===== config.mk =====
export PLATFORM = sky130hd
export DESIGN_NAME = gcnt_pulse_gen
export DESIGN_NICKNAME = d
export VERILOG_FILES = /design/src/rtl/gcnt_pkg.sv /design/src/rtl/sync_2ff.sv /design/src/rtl/gcnt_pulse_gen.sv
export SDC_FILE = /design/constraint.sdc
export NUM_CORES = 1
export LEC_CHECK = 0
export ABC_AREA = 1
export BUFFER_PORTS_ARGS = -buffer_cell sky130_fd_sc_hd__buf_2
export CORE_MARGIN = 4
export CORE_UTILIZATION = 50
export CTS_CLUSTER_SIZE = 20
export DETAILED_ROUTE_END_ITERATION = 8
export GPL_TIMING_DRIVEN = 0
export PLACE_DENSITY = 0.73
export SLEW_MARGIN = 10
export SYNTH_ARGS = -nofsm -noshare
export SYNTH_HDL_FRONTEND = slang
export SYNTH_HIERARCHICAL = 1
export SYNTH_SLANG_ARGS = --single-unit

===== constraint.sdc =====
create_clock -name clk -period 3.45 [get_ports clk]
set_input_delay 0.345 -clock clk [delete_from_list [all_inputs] [get_ports clk]]
set_output_delay 0.345 -clock clk [all_outputs]
set_load 0.01 [all_outputs]

===== src/rtl/gcnt_pkg.sv =====
// Shared types and default constants for the Gray-code counter pulse generator.
package gcnt_pkg;

    typedef enum logic [1:0] {
        IDLE         = 2'd0,
        PRESS_DBNC   = 2'd1,
        PRESSED      = 2'd2,
        RELEASE_DBNC = 2'd3
    } t_pg_state;

    localparam int DEF_DEBOUNCE_CYCLES = 4;
    localparam int DEF_REPEAT_CYCLES   = 8;

endpackage


===== src/rtl/sync_2ff.sv =====
// Two-flop synchronizer for a single asynchronous level; q is the second flop.
module sync_2ff (
    input  logic clk,
    input  logic rst,
    input  logic d,
    output logic q
);

    logic meta;

    always_ff @(posedge clk) begin
        if (rst) begin
            meta <= 1'b0;
            q    <= 1'b0;
        end else begin
            meta <= d;
            q    <= meta;
        end
    end

endmodule


===== src/rtl/gcnt_pulse_gen.sv =====
// Debounced pushbutton to one-cycle advance pulse for a Gray-code counter.
// Optional auto-repeat while held is enabled by defining GCNT_AUTO_REPEAT_EN.
module gcnt_pulse_gen
    import gcnt_pkg::*;
#(
    parameter int DEBOUNCE_CYCLES = DEF_DEBOUNCE_CYCLES,
    parameter int REPEAT_CYCLES   = DEF_REPEAT_CYCLES
) (
    input  logic       clk,
    input  logic       rst,
    input  logic       btn_in,
    output logic       gcnt,
    output logic       btn_state,
    output logic [7:0] press_cnt
);

    localparam int DW = $clog2(DEBOUNCE_CYCLES);
    localparam logic [DW-1:0] DBC_LAST = DW'(DEBOUNCE_CYCLES - 1);

    if (DEBOUNCE_CYCLES < 2 || DEBOUNCE_CYCLES > 65535) begin : g_bad_dbc
        $error("gcnt_pulse_gen: DEBOUNCE_CYCLES out of range");
    end
    if (REPEAT_CYCLES < 2 || REPEAT_CYCLES > 65535) begin : g_bad_rpt
        $error("gcnt_pulse_gen: REPEAT_CYCLES out of range");
    end

    logic            btn_sync;
    t_pg_state       state, state_n;
    logic [DW-1:0]   dbc, dbc_n;
    logic            press_fire;
    logic            pulse;

    sync_2ff u_sync (
        .clk (clk),
        .rst (rst),
        .d   (btn_in),
        .q   (btn_sync)
    );

    always_comb begin
        state_n    = state;
        dbc_n      = dbc;
        press_fire = 1'b0;
        case (state)
            IDLE: begin
                if (btn_sync) begin
                    state_n = PRESS_DBNC;
                    dbc_n   = '0;
                end
            end
            PRESS_DBNC: begin
                if (!btn_sync) begin
                    state_n = IDLE;
                end else if (dbc == DBC_LAST) begin
                    state_n    = PRESSED;
                    press_fire = 1'b1;
                end else begin
                    dbc_n = dbc + DW'(1);
                end
            end
            PRESSED: begin
                if (!btn_sync) begin
                    state_n = RELEASE_DBNC;
                    dbc_n   = '0;
                end
            end
            RELEASE_DBNC: begin
                // A glitch back to 1 resumes PRESSED silently: no new press.
                if (btn_sync) begin
                    state_n = PRESSED;
                end else if (dbc == DBC_LAST) begin
                    state_n = IDLE;
                end else begin
                    dbc_n = dbc + DW'(1);
                end
            end
            default: state_n = IDLE;
        endcase
    end

`ifdef GCNT_AUTO_REPEAT_EN
    localparam int RW = $clog2(REPEAT_CYCLES);
    localparam logic [RW-1:0] RPT_LAST = RW'(REPEAT_CYCLES - 1);

    logic [RW-1:0] rpt, rpt_n;
    logic          rpt_fire;

    // Held outside PRESSED, so a release glitch restarts the period from 0.
    always_comb begin
        rpt_n    = '0;
        rpt_fire = 1'b0;
        if (state == PRESSED) begin
            if (rpt == RPT_LAST) begin
                rpt_fire = 1'b1;
            end else begin
                rpt_n = rpt + RW'(1);
            end
        end
    end

    always_ff @(posedge clk) begin
        if (rst) rpt <= '0;
        else     rpt <= rpt_n;
    end

    assign pulse = press_fire | rpt_fire;
`else
    assign pulse = press_fire;
`endif

    always_ff @(posedge clk) begin
        if (rst) begin
            state     <= IDLE;
            dbc       <= '0;
            gcnt      <= 1'b0;
            btn_state <= 1'b0;
            press_cnt <= 8'd0;
        end else begin
            state     <= state_n;
            dbc       <= dbc_n;
            gcnt      <= pulse;
            btn_state <= (state_n == PRESSED) || (state_n == RELEASE_DBNC);
            if (pulse) press_cnt <= press_cnt + 8'd1;
        end
    end

endmodule

==> run summary <==
========================================================================================
Number of placed cells counting well taps                                            124
Overall routed net length                                                        1.29 mm
Maximum buffer depth of the clock tree                                                 2
Iter 0 DRT Violations                                                                 15
Resized cells post-CTS                                                                 0
Num rows                                                                              13
Startpoint of the worst setup timing path                                   dbc[0]$_SDFFE_PP0P_
Number of vias in the routed layout                                                  620
Number of nets in the layout                                                         120
Overall die height                                                               45.8 um
Routed length per placed instance                                                10.1 um
Summed negative setup slack over all endpoints                                      0 ns
Final Non-Filler Cells                                                               128
Total I/O pin count                                                                   13
Worst R2R End                                                               press_cnt[2]$_SDFFE_PP0P_
Layout-stage area growth over the synthesis result                                 14.7%
Number of cells on the worst reg-to-reg path                                           5
Via count normalized by instance count                                              4.84
WP data required                                                                 3.63 ns
Setup violators final                                                                  0
Cts-stage hold buffer count                                                            0
Clk pin slew, worst setup/hold paths                                             0.08 ns
Maximum level of the CTS H-tree                                                        1
Number of global-route vias before repair                                            565
Number of antenna-violating nets in the routed design                                  0
Die Wd                                                                           45.8 um
Final estimated routing congestion in global placement                             0.712
Hold Slack                                                                      0.259 ns
Yosys reg bits                                                                        15
Class of the worst hold path                                                input pin to register
Total clock buffers created by CTS                                                     3
Normalized max-slew margin                                                         0.828
PnR Total Power                                                               0.000283 W
Post-Synthesis Cells                                                                  97
Number of I/O port buffers                                                            12
Clock tree root buffer cell                                                 sky130_fd_sc_hd__clkbuf_4
Start of the worst register-to-register path                                dbc[0]$_SDFFE_PP0P_
Hold Path Cell Cnt                                                                     3
Floorplan die area                                                             2090 um^2
Start-to-end type of the worst setup path                                   register to register
Pins over their slew limit                                                             0
Syn avg cell area                                                              7.35 um^2
Portion of the post-synthesis area used by sequential elements                     0.421
DR pass1 iterations                                                                    6
Skew-Pair Late Insertion Delay                                                   0.28 ns
Synthesized area                                                                713 um^2
Post-layout minimum cycle time                                                   1.32 ns
Total core area                                                                1320 um^2
Dpl hpwl                                                                          978 um
Layout cells sized above 1                                                         0.195
Portion of the clock cycle consumed by the worst path in the final layout          0.381
Source of the worst hold timing path                                              btn_in
Congestion Overflow GR                                                                 0
Setup slack of the most critical reg-to-reg path                                 2.13 ns
Data arrival time of the critical path                                           1.50 ns
Status                                                                      finished, final reports clean
RSZ-0062 raised after global routing                                               false
Total power divided by cell area                                             346 nW/um^2
Smallest setup slack after layout                                                2.13 ns
Clock tree from TritonCTS                                                           done
Yosys warning count                                                                    6
Peak fanout along the critical path                                                    4
Number of remaining DRC errors                                                         0
Clock skew after layout                                                       0.00134 ns
Top achievable clock speed                                                     0.760 GHz
Pin slew with the least headroom to its limit                                   0.257 ns
Count of different cell masters after synthesis                                       18
Wire length of the first global-routing pass                                     2.30 mm
Total routing usage reported by global routing                                     0.156
Max-Cap Viols                                                                          0
Setup Fix Bufs, Post-CTS                                                               0
Leakage component of the power                                                  0.445 nW
Pre-CTS setup slack                                                              2.15 ns
Hold violation total from the final report                                             0
Launching element type of the critical path                                     register
Hold worst-path end                                                         u_sync/meta$_SDFF_PP0_
Initial antenna violation count                                                        0
Crit path capture type                                                          register
Max VDD drop                                                                  0.000247 V
Clk sinks                                                                             15
Starting density of the core                                                       0.541
Total nets after synthesis                                                           103
Antenna cells                                                                          0
Largest net degree at the start of global routing                                     10
========================================================================================
## synth_stat cells
cell type	n	share of area
sky130_fd_sc_hd__nand2_1	23	0.12
sky130_fd_sc_hd__inv_1	18	0.095
sky130_fd_sc_hd__dfxtp_1	15	0.42
sky130_fd_sc_hd__nor2_1	11	0.058
sky130_fd_sc_hd__a21oi_1	6	0.042
sky130_fd_sc_hd__nand4_1	5	0.044
sky130_fd_sc_hd__o21ai_0	4	0.028
sky130_fd_sc_hd__ha_1	3	0.053
sky130_fd_sc_hd__nand2_2	2	0.018
sky130_fd_sc_hd__nand3_1	2	0.014
sky130_fd_sc_hd__and3_1	1	0.0088
sky130_fd_sc_hd__inv_4	1	0.0088
sky130_fd_sc_hd__nand4_2	1	0.018
sky130_fd_sc_hd__nor2_2	1	0.0088
sky130_fd_sc_hd__nor2_8	1	0.028
sky130_fd_sc_hd__nor3_1	1	0.0070
sky130_fd_sc_hd__o21bai_2	1	0.016
sky130_fd_sc_hd__xnor2_1	1	0.012
## report_power, final
group	switching, W	internal [W]	leakage (nW)
clock	0.0000550	0.0000449	0.0150
combinational	0.00000511	0.00000250	0.309
sequential	0.00000112	0.000174	0.121
total	0.0000612	0.000222	0.445
## registers in the layout, indices dropped and copies added (netlist names)
register,flops
dbc,2
gcnt,1
press_cnt,8
state,2
u_sync/meta,1
u_sync/q,1
## worst max-delay path, stage by stage, from the launching register on
cell	delay, ns
sky130_fd_sc_hd__dfxtp_1	0.38
sky130_fd_sc_hd__ha_1	0.20
sky130_fd_sc_hd__nand2_2	0.10
sky130_fd_sc_hd__nor3_1	0.26
sky130_fd_sc_hd__nand2_1	0.08
sky130_fd_sc_hd__and3_1	0.18
## stage by stage
stage	util	area, um^2
final	0.621	818
after global routing	0.621	818
after CTS	0.621	818
after detailed placement	0.601	792
after global placement	0.601	792
after floorplan	-	713
## worst max-delay path by stage
stage | slack (ns) | cells after the start | endpoint
after global placement | 2.19 | 5 | press_cnt[2]$_SDFFE_PP0P_
after global routing | 2.01 | 5 | press_cnt[2]$_SDFFE_PP0P_
final | 2.13 | 5 | press_cnt[2]$_SDFFE_PP0P_
after CTS | 2.12 | 5 | press_cnt[2]$_SDFFE_PP0P_
after detailed placement | 2.15 | 5 | press_cnt[2]$_SDFFE_PP0P_
after floorplan | 2.25 | 5 | press_cnt[2]$_SDFFE_PP0P_
## routing by layer
metal / vias up / track usage / wire length [um]
met2: 16 / 0.228 / 553
met1: 264 / 0.210 / 632
met3: 5 / 0.0237 / 69
met4: 0 / 0.102 / 37
met5: - / 0 / 0
li1: 335 / - / -
## layout by cell type (no fill, tap or decap), types with 2 or more instances in the layout
| master | Yosys | layout |
|---|---|---|
| sky130_fd_sc_hd__nand3_1 | 2 | 2 |
| sky130_fd_sc_hd__nand4_1 | 5 | 5 |
| sky130_fd_sc_hd__ha_1 | 3 | 3 |
| sky130_fd_sc_hd__a21oi_1 | 6 | 6 |
| sky130_fd_sc_hd__buf_2 | 0 | 12 |
| sky130_fd_sc_hd__dfxtp_1 | 15 | 15 |
| sky130_fd_sc_hd__inv_1 | 18 | 18 |
| sky130_fd_sc_hd__nand2_2 | 2 | 2 |
| sky130_fd_sc_hd__o21ai_0 | 4 | 4 |
| sky130_fd_sc_hd__clkbuf_4 | 0 | 3 |
| sky130_fd_sc_hd__nand2_1 | 23 | 23 |
| sky130_fd_sc_hd__nor2_1 | 11 | 11 |
## kinds of logic after synthesis
| family | synth area share |
|---|---|
| DFF | 0.421 |
| buffers and inverters | 0.104 |
| AOI/OAI and AO/OA | 0.0860 |
| xor gates and xnor gates | 0.0123 |
| and+or+nand+nor | 0.325 |
| adders and majority gates | 0.0526 |
## final cells by class
class | count | area, um^2
clock buffers | 4 | 26.3
fillers | 134 | 499
inverters | 19 | 73.8
multi-input cells | 63 | 339
flip-flops and latches | 15 | 300
well taps | 15 | 18.8
repair buffers | 12 | 60.1
Power figures use the tool's default switching activity.
